File: src/rtl/fifo_ctrl.sv
// -----------------------------------------------------------------------------
// fifo_ctrl
//
// Pointer and flag controller for a synchronous FIFO built on a flop-array
// memory with registered read (one-cycle read latency). Turns client push/pop
// requests into memory write/read addresses and enables, tracks occupancy and
// produces registered status flags plus a read-data-valid strobe aligned with
// the memory's registered read data.
//
// Parameters:
//   ADDR_WIDTH     memory address width (DEPTH <= 2**ADDR_WIDTH)
//   DEPTH          number of entries (>= 2)
//   AFULL_THRESH   almost_full when count >= AFULL_THRESH
//   AEMPTY_THRESH  almost_empty when count <= AEMPTY_THRESH
//
// Ports:
//   clk               in   clock, all state on rising edge
//   rst               in   synchronous active-high reset
//   push              in   write request (write data goes to memory same cycle)
//   pop               in   read request
//   mem_write_addr    out  write pointer (registered)
//   mem_read_addr     out  read pointer (registered)
//   mem_write_enable  out  accepted push (combinational)
//   mem_read_enable   out  accepted pop (combinational)
//   rd_valid          out  memory read data valid this cycle (registered)
//   full, empty       out  occupancy state flags (registered)
//   almost_full       out  registered threshold flag
//   almost_empty      out  registered threshold flag
//   count             out  occupancy 0..DEPTH (registered)
//   overflow          out  sticky push-while-full error
//   underflow         out  sticky pop-while-empty error
//
// Build option:
//   FIFO_CTRL_ERR_EN  when defined, overflow/underflow are sticky error flags
//                     cleared only by rst; otherwise both are tied to 0.
// -----------------------------------------------------------------------------
module fifo_ctrl #(
    parameter int ADDR_WIDTH    = 4,
    parameter int DEPTH         = 16,
    parameter int AFULL_THRESH  = 14,
    parameter int AEMPTY_THRESH = 2
) (
    input  logic                  clk,
    input  logic                  rst,
    input  logic                  push,
    input  logic                  pop,
    output logic [ADDR_WIDTH-1:0] mem_write_addr,
    output logic [ADDR_WIDTH-1:0] mem_read_addr,
    output logic                  mem_write_enable,
    output logic                  mem_read_enable,
    output logic                  rd_valid,
    output logic                  full,
    output logic                  empty,
    output logic                  almost_full,
    output logic                  almost_empty,
    output logic [ADDR_WIDTH:0]   count,
    output logic                  overflow,
    output logic                  underflow
);

    localparam logic [ADDR_WIDTH-1:0] C_PTR_LAST = ADDR_WIDTH'(DEPTH - 1);
    localparam logic [ADDR_WIDTH:0]   C_CNT_ONE  = (ADDR_WIDTH + 1)'(1);
    localparam logic [ADDR_WIDTH:0]   C_CNT_LAST = (ADDR_WIDTH + 1)'(DEPTH - 1);
    localparam logic [ADDR_WIDTH:0]   C_AF_TH    = (ADDR_WIDTH + 1)'(AFULL_THRESH);
    localparam logic [ADDR_WIDTH:0]   C_AE_TH    = (ADDR_WIDTH + 1)'(AEMPTY_THRESH);

    typedef enum logic [1:0] {
        ST_EMPTY   = 2'd0,
        ST_PARTIAL = 2'd1,
        ST_FULL    = 2'd2
    } state_t;

    state_t                r_state;
    state_t                w_state_nxt;
    logic [ADDR_WIDTH-1:0] r_wptr;
    logic [ADDR_WIDTH-1:0] r_rptr;
    logic [ADDR_WIDTH:0]   r_count;
    logic [ADDR_WIDTH:0]   w_count_nxt;
    logic                  r_afull;
    logic                  r_aempty;
    logic                  r_vld_p1;

    logic                  w_full;
    logic                  w_empty;
    logic                  w_wr_acc;
    logic                  w_rd_acc;
    logic                  w_wr_only;
    logic                  w_rd_only;

    // Pointers wrap at DEPTH-1, which need not be a power of two.
    function automatic logic [ADDR_WIDTH-1:0] ptr_inc(input logic [ADDR_WIDTH-1:0] p);
        return (p == C_PTR_LAST) ? '0 : p + 1'b1;
    endfunction

    assign w_full  = (r_state == ST_FULL);
    assign w_empty = (r_state == ST_EMPTY);

    // A push on a full FIFO is still accepted when a pop frees the slot in the
    // same cycle; the memory's read-before-write keeps FIFO order intact.
    // Both enables are suppressed while rst is high.
    assign w_wr_acc  = ~rst & push & (~w_full | pop);
    assign w_rd_acc  = ~rst & pop & ~w_empty;
    assign w_wr_only = w_wr_acc & ~w_rd_acc;
    assign w_rd_only = w_rd_acc & ~w_wr_acc;

    // ---- stage p0: accept decode, next occupancy ----
    always_comb begin
        w_state_nxt = r_state;
        w_count_nxt = r_count;

        if (w_wr_only) begin
            w_count_nxt = r_count + 1'b1;
        end else if (w_rd_only) begin
            w_count_nxt = r_count - 1'b1;
        end

        case (r_state)
            ST_EMPTY: begin
                if (w_wr_acc) begin
                    w_state_nxt = ST_PARTIAL;
                end
            end
            ST_PARTIAL: begin
                if (w_rd_only && (r_count == C_CNT_ONE)) begin
                    w_state_nxt = ST_EMPTY;
                end else if (w_wr_only && (r_count == C_CNT_LAST)) begin
                    w_state_nxt = ST_FULL;
                end
            end
            ST_FULL: begin
                if (w_rd_only) begin
                    w_state_nxt = ST_PARTIAL;
                end
            end
            default: begin
                w_state_nxt = ST_EMPTY;
            end
        endcase
    end

    always_ff @(posedge clk) begin
        if (rst) begin
            r_state <= ST_EMPTY;
        end else begin
            r_state <= w_state_nxt;
        end
    end

    // ---- stage p1: registered pointers, count, flags, read-valid ----
    always_ff @(posedge clk) begin
        if (rst) begin
            r_wptr   <= '0;
            r_rptr   <= '0;
            r_count  <= '0;
            r_afull  <= 1'b0;
            r_aempty <= 1'b1;
            r_vld_p1 <= 1'b0;
        end else begin
            if (w_wr_acc) begin
                r_wptr <= ptr_inc(r_wptr);
            end
            if (w_rd_acc) begin
                r_rptr <= ptr_inc(r_rptr);
            end
            r_count  <= w_count_nxt;
            r_afull  <= (w_count_nxt >= C_AF_TH);
            r_aempty <= (w_count_nxt <= C_AE_TH);
            // Memory read data is registered, so valid trails the accept by one cycle.
            r_vld_p1 <= w_rd_acc;
        end
    end

`ifdef FIFO_CTRL_ERR_EN
    logic r_overflow;
    logic r_underflow;

    // Sticky until reset; a push on full with a simultaneous pop is legal.
    always_ff @(posedge clk) begin
        if (rst) begin
            r_overflow  <= 1'b0;
            r_underflow <= 1'b0;
        end else begin
            if (push & w_full & ~pop) begin
                r_overflow <= 1'b1;
            end
            if (pop & w_empty) begin
                r_underflow <= 1'b1;
            end
        end
    end

    assign overflow  = r_overflow;
    assign underflow = r_underflow;
`else
    assign overflow  = 1'b0;
    assign underflow = 1'b0;
`endif

    assign mem_write_addr   = r_wptr;
    assign mem_read_addr    = r_rptr;
    assign mem_write_enable = w_wr_acc;
    assign mem_read_enable  = w_rd_acc;
    assign rd_valid         = r_vld_p1;
    assign full             = w_full;
    assign empty            = w_empty;
    assign almost_full      = r_afull;
    assign almost_empty     = r_aempty;
    assign count            = r_count;

endmodule
File: config.mk
export PLATFORM = sky130hd
export DESIGN_NAME = fifo_ctrl
export DESIGN_NICKNAME = d
export VERILOG_FILES = /design/src/rtl/fifo_ctrl.sv
export SDC_FILE = /design/constraint.sdc
export NUM_CORES = 1
export LEC_CHECK = 0
export ABC_CLOCK_PERIOD_IN_PS = 5250
export CORE_MARGIN = 2
export CORE_UTILIZATION = 40
export DETAILED_ROUTE_END_ITERATION = 10
export DONT_BUFFER_PORTS = 1
export SETUP_SLACK_MARGIN = 0.1
export SLEW_MARGIN = 20
export SYNTH_ARGS = -nofsm -noshare
export SYNTH_HDL_FRONTEND = slang
export SYNTH_SLANG_ARGS = --single-unit
File: constraint.sdc
create_clock -name clk -period 5.25 [get_ports clk]
set_input_delay 1.05 -clock clk [delete_from_list [all_inputs] [get_ports clk]]
set_output_delay 1.05 -clock clk [all_outputs]
set_load 0.02 [all_outputs]
Word level (Yosys, flattened, before mapping)
Index checks and enable logic that the tools add are counted.
W data, S select, Z words.
{"block": "totals", "in_bits": 4, "output_inout_bits": 22, "register_bits": 18, "word_cells": 47}
{"block": "op_classes", "n_mux": 9, "n_bitwise": 12, "n_lt_le_gt_ge": 2, "n_reduce_logical": 4, "n_addsub": 4, "n_eq_ne": 9}
{"op": "$mux W5", "n": 2}
{"op": "$add A4 B1 Y4 const B", "n": 2}
{"op": "$eq A4 B4 Y1 const B", "n": 2}
{"op": "$mux W2", "n": 4}
{"op": "$mux W4", "n": 2}
{"op": "$and A1 B1 Y1", "n": 6}
{"op": "$pmux W2 S3", "n": 1}
{"op": "$add A5 B1 Y5 const B", "n": 1}
{"op": "$eq A5 B1 Y1 const B", "n": 1}
{"op": "$eq A5 B4 Y1 const B", "n": 1}
{"op": "$ge A5 B4 Y1 const B", "n": 1}
{"op": "$le A5 B2 Y1 const B", "n": 1}
{"op": "$not A1 Y1", "n": 5}
{"op": "$sub A5 B1 Y5 const B", "n": 1}
{"op": "$ne A2 B1 Y1 const B", "n": 2}
{"op": "$ne A3 B3 Y1 const B", "n": 1}
{"op": "$reduce_and A3 Y1", "n": 1}
{"op": "$eq A2 B1 Y1 const B", "n": 1}
{"op": "$eq A2 B2 Y1 const B", "n": 1}
{"op": "$logic_and A1 B1 Y1", "n": 2}
{"op": "$logic_not A2 Y1", "n": 1}
{"op": "$or A1 B1 Y1", "n": 1}

Longest topological paths before layout
Gate-level depths: netlist (run 1).
{"block": "depth", "word_depth": 9, "ltp_mapped": 7, "mapped_depth_nobuf": 7}

Worst setup path before layout (run 1)
No wires, ideal clock.
{"block": "synth_path", "kind": "input to output", "from": "input rst", "to": "output mem_read_enable", "path_slack_ns": 2.431, "path_buffers": 2, "arrival_ns": 1.769, "t_required_ns": 4.200, "cell_stages": 3, "path_cell_list": "clkbuf_1 -> clkbuf_1 -> nor2_1"}
{"block": "synth_via", "elab_chain_cells": 3}
{"element": "start, declared", "line_no": "44", "source": "input logic rst,"}
{"element": "$not A1 Y1", "line_no": "102", "source": "assign w_rd_acc = ~rst & pop & ~w_empty;"}
{"element": "$and A1 B1 Y1 (2 in series)", "line_no": "102"}
{"element": "end, declared", "line_no": "50", "source": "output logic mem_read_enable,"}
No other way between the ends.

Worst setup path after layout (run 1)
{"block": "layout_path", "from": "input push", "to": "output mem_write_enable"}
{"block": "layout_via", "elab_chain_cells": 2}
{"element": "start, declared", "line_no": "45", "source": "input logic push,"}
{"element": "$and A1 B1 Y1 (2 in series)", "line_no": "101", "source": "assign w_wr_acc = ~rst & push & (~w_full | pop);"}
{"element": "end, declared", "line_no": "49", "source": "output logic mem_write_enable,"}
No other way between the ends.

==> summary.md, run 1 <==
| Metric | Value |
|---|---|
| Count of cell types in the netlist | 42 |
| Worst skew pair latency | about 300 ps |
| Ys flop type | dfxtp_1 |
| Placer Congestion | between 0.8 and 0.9 |
| # IOs | 26 |
| Max FO, Critical Path | 6 |
| Final period utilization | 52.27% |
| RSZ-0062 raised after global routing | false |
| Top post-synthesis cells by count | dfxtp_1, nor2_1, nand2_1 |
| FF+latch count, synth | 18 |
| Critical Path Max Stage Delay | approximately 410 ps |
| CTS sink cnt | 18 |
| Core area | around 2400 um2 |
| DRC | 0 |
| I/O Buffers | 0 |
| Largest area contributor in the netlist | dfxtp_1 |
| Vias in the first global route | a little over 700 |
| Yosys warning count | 0 |
| Slew Limit Fails | 0 |
| Total of max-cap violations | 0 |
| Fin cells | 152 |
| Drt pass-1 iters | 4 |
| Crit path DAT | approximately 1700 ps |
| CTS max path bufs | 2 |
| Die H | ~54 um |
| Chip width | ~54 um |
| Via count | 860 |
| Antenna Violating Nets Remaining | 0 |
| Area grow syn2layout | 3.837% |
| CP Capture Type | output pin |
| Final Hold Fails | 0 |
| Routed wire length | around 2000 um |
| Largest net degree at the start of global routing | 25 |
| EDFF count, synth | 0 |
| P per Cell Area | roughly 270 nW/um2 |
| Placed Area | between 1000 and 1500 um2 |
| Synth top area cells | dfxtp_1, ha_1, nor2_1 |
| Total negative setup slack | 0 ps |
| Total grt overflow | 0 |
| Worst setup path class | in2out |
| First-pass GRT wire length | around 3300 um |
| Nets | around 130 |
| Skew final | ~1.6 ps |
| Syn Area/Cell | ~8 um2 |
| Initial Utilization | about two fifths |
| Initial DRC Count | 12 |
| Fill count | 261 |
| Status | complete, no violations |
| Row count | 18 |
| Post-DP HPWL | around 1600 um |
| Leakage | about 0.38 nW |
| Final Cell Area | approximately 1000 um2 |
| Data required, critical path | ~4200 ps |
| # H-tree levels | 1 |
| CTS root buffer | clkbuf_4 |
| Vias per std cell | ~5.7 |
| Syn Std Cell Area | 1011 um2 |
| Post-synth top area share | 35.64% |
| Cts hold-fix bufs | 0 |
| Seq/Total Area, Yosys | roughly 36% |
| Number of cells produced by synthesis | roughly 120 |
| Final setup vio count | 0 |
| FFs w/ async S/R, synth | 0% |
| Cell with the most instances after synthesis | dfxtp_1 |
| All-Layer GR Usage | between 15 and 20% |
| Post-CTS Resized | 0 |
| Antenna Cells | 0 |
| Die ar. | between 2000 and 3000 um2 |
| Max Freq | 364.4 MHz |
| Initial antenna violation count | 0 |
| Buf+Inv Stages, Crit Path | 0 |
| Share of cells above drive strength 1 | around 7.4% |
| CP delay by family, top | compound AO/OA/AOI/OAI gates |
| CTS tree | yes |
| Setup bufs post-CTS | 0 |
| Worst-path cell chain | nor2b_1 > o21a_1 |
| Avg WL per Cell | roughly 13 um |
| Startpoint type of the worst setup path | primary input |
| Reg clk slew, reported paths | about 110 ps |
| Number of buffers created by CTS | 3 |
| Slowest CP cell | o21a_1 |
| Placed insts | about 150 |
| VDD IR max | approximately 0.15 mV |
| Class of the worst hold path | reg2reg |
| Min cycle time layout | ~2700 ps |
## logic make-up (layout without fill, tap and decap cells)
| family | count (synthesis) | count (layout) | synth area share (%) |
|---|---|---|---|
| AND/OR/NAND/NOR | 53 | 53 | 27.10 |
| multiplexers | 2 | 2 | 1.980 |
| flip-flops | 18 | 18 | 35.64 |
| other | 1 | 2 | 0.3709 |
| buffers and inverters | 13 | 11 | 6.434 |
| XOR/XNOR | 5 | 5 | 4.332 |
| AO/OA/AOI/OAI | 25 | 25 | 16.71 |
| adder cells (fa/ha/maj) | 6 | 6 | 7.426 |
## area by class of cell
class | instances | area [um2] | area share (%)
Inverter | 7 | 26.28 | 2.503
Sequential cell | 18 | 360.3 | 34.33
Multi-Input combinational cell | 93 | 589.3 | 56.14
Tap cell | 30 | 37.54 | 3.576
Clock buffer | 4 | 36.28 | 3.456
## layout by cell type, fill, tap and decap left out, drive strengths merged
| cell | Yosys | routed |
|---|---|---|
| inv | 7 | 7 |
| xnor2 | 3 | 3 |
| a21oi | 9 | 9 |
| conb | 1 | 2 |
| clkbuf | 2 | 4 |
| nand4 | 2 | 2 |
| nor2 | 15 | 15 |
| nor2b | 4 | 4 |
| xor2 | 2 | 2 |
| o21a | 1 | 1 |
| or2b | 1 | 1 |
| o31ai | 1 | 1 |
| a32o | 1 | 1 |
| o21ai | 3 | 3 |
| or4 | 1 | 1 |
| nand3 | 6 | 6 |
| nor4 | 1 | 1 |
| o211a | 1 | 1 |
| mux2i | 2 | 2 |
| or3 | 2 | 2 |
| dfxtp | 18 | 18 |
| a22oi | 1 | 1 |
| nor3 | 3 | 3 |
| or2 | 1 | 1 |
| a21boi | 1 | 1 |
| and3b | 1 | 1 |
| a311oi | 2 | 2 |
| nand2 | 12 | 12 |
| ha | 6 | 6 |
| o22ai | 1 | 1 |
| a31oi | 1 | 1 |
| a2111o | 1 | 1 |
| a31o | 1 | 1 |
| and3 | 3 | 3 |
| a32oi | 1 | 1 |
| nand2b | 1 | 1 |
## flip-flops by register name, summed over array words and instances (netlist names)
register,cells
mem_read_addr,4
count,5
mem_write_addr,4
almost_empty,1
rd_valid,1
almost_full,1
r_state,2
## report_power, final
group          switching [mW]  total, mW  internal (mW)
clock                  0.0451     0.0874         0.0423
combinational          0.0227     0.0387         0.0159
sequential             0.0168      0.160          0.144
total                  0.0847      0.287          0.202
## through the flow
stage	power, mW	hold WS (ps)	setup WS (ps)	util [%]
final	0.2865	607.5	2506	43.16
after global routing	0.3047	641.0	2473	43.16
after CTS	0.2901	606.5	2513	43.16
after detailed placement	0.2025	591.0	2514	41.67
after global placement	0.2014	589.2	2532	41.67
after floorplan	0.1986	551.7	2431	-
## metal layers
metal | share of wire [%] | vias up | wire [um] | track usage [%]
met5 | 0 | - | 0 | 0
li1 | - | 429 | - | -
met4 | 1.8 | 0 | 36 | 8.750
met3 | 8.0 | 4 | 162 | 6.557
met1 | 45 | 402 | 913 | 19.35
met2 | 45 | 25 | 923 | 24.10
## final timing paths
path	slack [ps]	cells past startpoint	end	from
max	2510	2	mem_write_enable	push
min	610	2	mem_read_addr[1]	mem_read_addr[1]
max reg2reg	3320	6	almost_full	count[0]
min reg2reg	610	2	mem_read_addr[1]	mem_read_addr[1]
(Power assumes the default switching activity.)
==> run 2: changes to the inputs <==
--- a/config.mk
+++ b/config.mk
@@ -5,7 +5,7 @@
 export SDC_FILE = /design/constraint.sdc
 export NUM_CORES = 1
 export LEC_CHECK = 0
-export ABC_CLOCK_PERIOD_IN_PS = 5250
+export ABC_CLOCK_PERIOD_IN_PS = 2800
 export CORE_MARGIN = 2
 export CORE_UTILIZATION = 40
 export DETAILED_ROUTE_END_ITERATION = 10
==> constraint.sdc (replaced) <==
create_clock -name clk -period 2.8 [get_ports clk]
set_input_delay 0.56 -clock clk [delete_from_list [all_inputs] [get_ports clk]]
set_output_delay 0.56 -clock clk [all_outputs]
set_load 0.02 [all_outputs]
==> summary.md, run 2 (same netlist as run 1, synthesis figures left out) <==
| Metric | Value |
|---|---|
| Avg WL per Cell | 13.74 um (was 13.39 um) |
| Min cycle time layout | between 2000 and 2500 ps |
| Antenna Cells | 0 (unchanged) |
| DRC | 0 (unchanged) |
| Worst-path cell chain | or2_1 > nand2_1 > nor2_1 (was nor2b_1 > o21a_1) |
| Total of max-cap violations | 0 (unchanged) |
| Crit path DAT | 1530 ps (was 1690 ps) |
| Final period utilization | 74.77% |
| Drt pass-1 iters | 4 (unchanged) |
| Class of the worst hold path | in2reg (was reg2reg) |
| Max Freq | around 480 MHz |
| CTS tree | yes (unchanged) |
| Slowest CP cell | dfxtp_1 (was o21a_1) |
| P per Cell Area | 511.9 nW/um2 (was 273.0 nW/um2) |
| CP Capture Type | output pin (unchanged) |
| # IOs | 26 (unchanged) |
| Data required, critical path | 2240 ps (was 4200 ps) |
| I/O Buffers | 0 (unchanged) |
| Die ar. | 2946 um2 (unchanged) |
| Max FO, Critical Path | 8 (was 6) |
| Post-CTS Resized | 0 (unchanged) |
| Post-DP HPWL | 1558 um (was 1565 um) |
| Largest net degree at the start of global routing | 25 (unchanged) |
| Hold depth | 1 (was 2) |
| Most frequent cells in the layout | dfxtp_1, nor2_1, nand2_1 (unchanged) |
| Worst-case reg-to-reg path depth | 7 (was 6) |
| # H-tree levels | 1 (unchanged) |
| Critical Path Max Stage Delay | 420 ps (was 410 ps) |
| Leakage | 0.3830 nW (unchanged) |
| Largest Register | count (unchanged) |
| Routed wire length | 2089 um (was 2036 um) |
| Row count | 18 (unchanged) |
| Setup bufs post-CTS | 0 (unchanged) |
| Via count | 840 (was 860) |
| Status | complete, no violations (unchanged) |
| Vias per std cell | 5.526 (was 5.658) |
| Final core area utilization | 43.16% (unchanged) |
| Slew Limit Fails | 0 (unchanged) |
| Final setup vio count | 0 (unchanged) |
| Cts hold-fix bufs | 0 (unchanged) |
| Initial antenna violation count | 0 (unchanged) |
| Area grow syn2layout | 3.837% (unchanged) |
| First-pass GRT wire length | 3408 um (was 3305 um) |
| Vias in the first global route | 740 (was 714) |
| Worst setup path class | reg2out (was in2out) |
| Placer Congestion | 0.8564 (was 0.8389) |
| Initial Utilization | 41.56% (unchanged) |
| All-Layer GR Usage | 16.11% (was 16.03%) |
| CTS sink cnt | 18 (unchanged) |
| Total grt overflow | 0 (unchanged) |
| Startpoint type of the worst setup path | flop (was primary input) |
| Die H | 54.28 um (unchanged) |
| Most common cell after layout, fill and taps aside | dfxtp_1 (unchanged) |
| Total negative setup slack | 0 ps (unchanged) |
| Share of cells above drive strength 1 | 7.377% (unchanged) |
| Chip width | 54.28 um (unchanged) |
| Antenna Violating Nets Remaining | 0 (unchanged) |
| RSZ-0062 raised after global routing | false (unchanged) |
| Nets | 133 (unchanged) |
| VDD IR max | 0.2605 mV (was 0.1524 mV) |
| Number of buffers created by CTS | 3 (unchanged) |
| Max reg flops | 5 (unchanged) |
| Skew final | 0.9099 ps (was 1.639 ps) |
| CTS root buffer | clkbuf_4 (unchanged) |
| CTS max path bufs | 2 (unchanged) |
| Initial DRC Count | 32 (was 12) |
| Core area | 2432 um2 (unchanged) |
| Worst skew pair latency | 290 ps (was 300 ps) |
| Final Hold Fails | 0 (unchanged) |
| Reg clk slew, reported paths | 110 ps (about the same) |
run 2: cell counts in the layout (fill, tap and decap cells not counted):
No cell type changed its count.
run 2: per-layer routing:
metal / vias to the layer above / wire length (um) / GRT usage (%)
li1: 431 / - / -
met5: - / 0 / 0
met4: 0 / 29 / 6.667
met3: 4 / 149 / 6.011
met2: 23 / 920 / 23.49
met1: 382 / 989 / 21.24
run 2: area by class of cell:
| cell class | instances | area (um2) |
|---|---|---|
| multi-input combinational | 93 | 589.3 |
| tap | 30 | 37.54 |
| inverter | 7 | 26.28 |
| sequential | 18 | 360.3 |
| fill | 256 | 1383 |
| clock buffer | 4 | 36.28 |
run 2: worst max-delay path, delay by kind of cell, from the launching register on:
kind	cells	cell delay, ps
simple gates	3	820
flops	1	420
run 2: worst paths after layout:
path                         start                to  slack, ps
hold / removal                 rst          count[1]        320
setup / recovery        r_state[0]   mem_read_enable        710
hold reg to reg   mem_read_addr[1]  mem_read_addr[1]        610
setup reg to reg          count[0]      almost_empty        890
run 2: stage by stage:
step	hold WS [ps]	setup WS [ps]	total power [mW]	std cells	cell area, um2
2_1_floorplan	551.7	957.9	0.3724	124	1015
6_report	320.8	706.4	0.5373	152	1050
4_1_cts	301.7	677.3	0.5456	152	1050
5_1_grt	300.5	538.2	0.5671	152	1050
3_5_place_dp	599.4	906.6	0.3805	148	1013
3_3_place_gp	588.3	960.4	0.3784	148	1013
run 2: power by group:
| part | switching (mW) | internal [mW] |
|---|---|---|
| registers | 0.0314 | 0.269 |
| clock network | 0.0838 | 0.0792 |
| logic | 0.0436 | 0.0301 |
| total | 0.159 | 0.379 |
==> run 3: changes to the inputs <==
--- a/config.mk
+++ b/config.mk
@@ -5,7 +5,7 @@
 export SDC_FILE = /design/constraint.sdc
 export NUM_CORES = 1
 export LEC_CHECK = 0
-export ABC_CLOCK_PERIOD_IN_PS = 2800
+export ABC_CLOCK_PERIOD_IN_PS = 2100
 export CORE_MARGIN = 2
 export CORE_UTILIZATION = 40
 export DETAILED_ROUTE_END_ITERATION = 10
==> constraint.sdc (replaced) <==
create_clock -name clk -period 2.1 [get_ports clk]
set_input_delay 0.42 -clock clk [delete_from_list [all_inputs] [get_ports clk]]
set_output_delay 0.42 -clock clk [all_outputs]
set_load 0.02 [all_outputs]
==> summary.md, run 3 (same netlist as run 1, synthesis figures left out) <==
| Metric | Value |
|---|---|
| Antenna Violating Nets Remaining | 0 (unchanged) |
| Critical Path Stages | 4 (was 3) |
| VDD IR max | 0.4252 mV (was 0.2605 mV) |
| Routed wire length | 2113 um (was 2089 um) |
| Skew final | 6.683 ps (was 0.9099 ps) |
| Most common cell after layout, fill and taps aside | dfxtp_1 (unchanged) |
| Antenna Cells | 0 (unchanged) |
| Leakage | 0.3982 nW (was 0.3830 nW) |
| Min cycle time layout | 1847 ps |
| Worst setup path class | reg2out (unchanged) |
| Class of the worst hold path | in2reg (unchanged) |
| Die H | 54.28 um (unchanged) |
| Max reg flops | 5 (unchanged) |
| CTS max path bufs | 2 (unchanged) |
| P per Cell Area | 673.5 nW/um2 (was 511.9 nW/um2) |
| Core area | 2432 um2 (unchanged) |
| Row count | 18 (unchanged) |
| RSZ-0062 raised after global routing | false (unchanged) |
| CTS sink cnt | 18 (unchanged) |
| Critical Path Max Stage Delay | 420 ps (about the same) |
| Final setup vio count | 0 (unchanged) |
| Crit path DAT | 1430 ps (was 1530 ps) |
| # H-tree levels | 1 (unchanged) |
| CP startpoint | r_state[1] (was r_state[0]) |
| Critical path capture point | mem_read_enable (unchanged) |
| CTS tree | yes (unchanged) |
| Final period utilization | slightly below 90% |
| Chip width | 54.28 um (unchanged) |
| Post-DP HPWL | 1579 um (was 1558 um) |
| Share of cells above drive strength 1 | 10.40% (was 7.377%) |
| CTS root buffer | clkbuf_4 (unchanged) |
| Largest Register | count (unchanged) |
| CP Capture Type | output pin (unchanged) |
| Worst-case reg-to-reg path depth | 6 (was 7) |
| Placer Congestion | 0.9154 (was 0.8564) |
| I/O Buffers | 0 (unchanged) |
| All-Layer GR Usage | 16.60% (was 16.11%) |
| Total grt overflow | 0 (unchanged) |
| Total negative setup slack | 0 ps (unchanged) |
| Via count | 866 (was 840) |
| Initial Utilization | 41.56% (unchanged) |
| CP delay by family, top | simple AND/OR/NAND/NOR gates (unchanged) |
| Slowest CP cell | dfxtp_1 (unchanged) |
| Die ar. | 2946 um2 (unchanged) |
| First-pass GRT wire length | 3456 um (was 3408 um) |
| DRC | 0 (unchanged) |
| Setup bufs post-CTS | 0 (unchanged) |
| Reg2Reg Capture Point | almost_full (was almost_empty) |
| Reg area | 360.3 um2 (unchanged) |
| Worst skew pair latency | 290 ps (about the same) |
| Largest net degree at the start of global routing | 25 (unchanged) |
| Status | complete, no violations (unchanged) |
| Worst-path cell chain | or2_1 > buf_4 > nand2_1 > nor2_2 (was or2_1 > nand2_1 > nor2_1) |
| Most frequent cells in the layout | dfxtp_1, nor2_1, nand2_1 (unchanged) |
| Total of max-cap violations | 0 (unchanged) |
| Startpoint type of the worst setup path | flop (unchanged) |
| Hold_sp | rst (unchanged) |
| Initial DRC Count | 9 (was 32) |
| # IOs | 26 (unchanged) |
| Final Hold Fails | 0 (unchanged) |
| Nets | 136 (was 133) |
| Worst r2r src | count[1] (was count[0]) |
| Cts hold-fix bufs | 0 (unchanged) |
| Max Freq | 541.6 MHz |
| Multi-input gate area | 591.8 um2 (was 589.3 um2) |
| Data required, critical path | 1680 ps (was 2240 ps) |
| Post-CTS Resized | 0 (unchanged) |
| R2R Setup Slk | 290 ps (was 890 ps) |
| Area grow syn2layout | 6.312% (was 3.837%) |
| Avg WL per Cell | 13.63 um (was 13.74 um) |
| Hold slack final | 174.7 ps (was 320.8 ps) |
| Max FO, Critical Path | 7 (was 8) |
| Reg clk slew, reported paths | 110 ps (about the same) |
| Vias per std cell | 5.587 (was 5.526) |
| Number of buffers created by CTS | 3 (unchanged) |
| Buf+Inv Stages, Crit Path | 1 (was 0) |
| Drt pass-1 iters | 4 (unchanged) |
| Initial antenna violation count | 0 (unchanged) |
| Slew Limit Fails | 0 (unchanged) |
| Fill count | 255 (was 256) |
| Vias in the first global route | 733 (was 740) |
-- run 3: cell count changes in the layout (fill, tap and decap cells not counted), sizes merged --
cell / delta
buf: +3
-- run 3: metrics by stage --
step / utilization (%) / area [um2] / worst slack [ps] / power, mW / std cells
after CTS: 44.08 / 1072 / 168.4 / 0.7351 / 155
after detailed placement: 42.59 / 1036 / 331.2 / 0.5132 / 151
after global placement: 42.59 / 1036 / 334.2 / 0.5109 / 151
after global routing: 44.19 / 1075 / 106.0 / 0.7662 / 155
final: 44.19 / 1075 / 253.5 / 0.7238 / 155
after floorplan: - / 1015 / 361.2 / 0.4966 / 124
-- run 3: metal layers --
layer / vias up / wire length, um / track usage [%]
met3: 6 / 158 / 5.191
met5: - / 0 / 0
met4: 0 / 40 / 8.333
met2: 30 / 908 / 22.09
met1: 392 / 1006 / 23.77
li1: 438 / - / -
-- run 3: power by group --
part	internal (mW)	total (mW)	switching, mW
clock network	0.106	0.217	0.112
logic	0.0458	0.111	0.0653
registers	0.359	0.396	0.0364
total	0.511	0.724	0.213
-- run 3: area by class of cell --
| type | count | area share [%] |
|---|---|---|
| clock buffer | 4 | 3.376 |
| multi-input combinational | 93 | 55.06 |
| sequential | 18 | 33.53 |
| tap | 30 | 3.492 |
| timing repair buffer | 3 | 2.095 |
| inverter | 7 | 2.445 |
-- run 3: worst min path at each step --
stage,end,slack [ps],cells after the start
6_report,count[1],170,1
5_1_grt,count[4],160,1
4_1_cts,mem_read_addr[1],170,1
3_5_place_dp,count[1],490,1
3_3_place_gp,count[1],490,1
2_1_floorplan,r_state[0],550,3
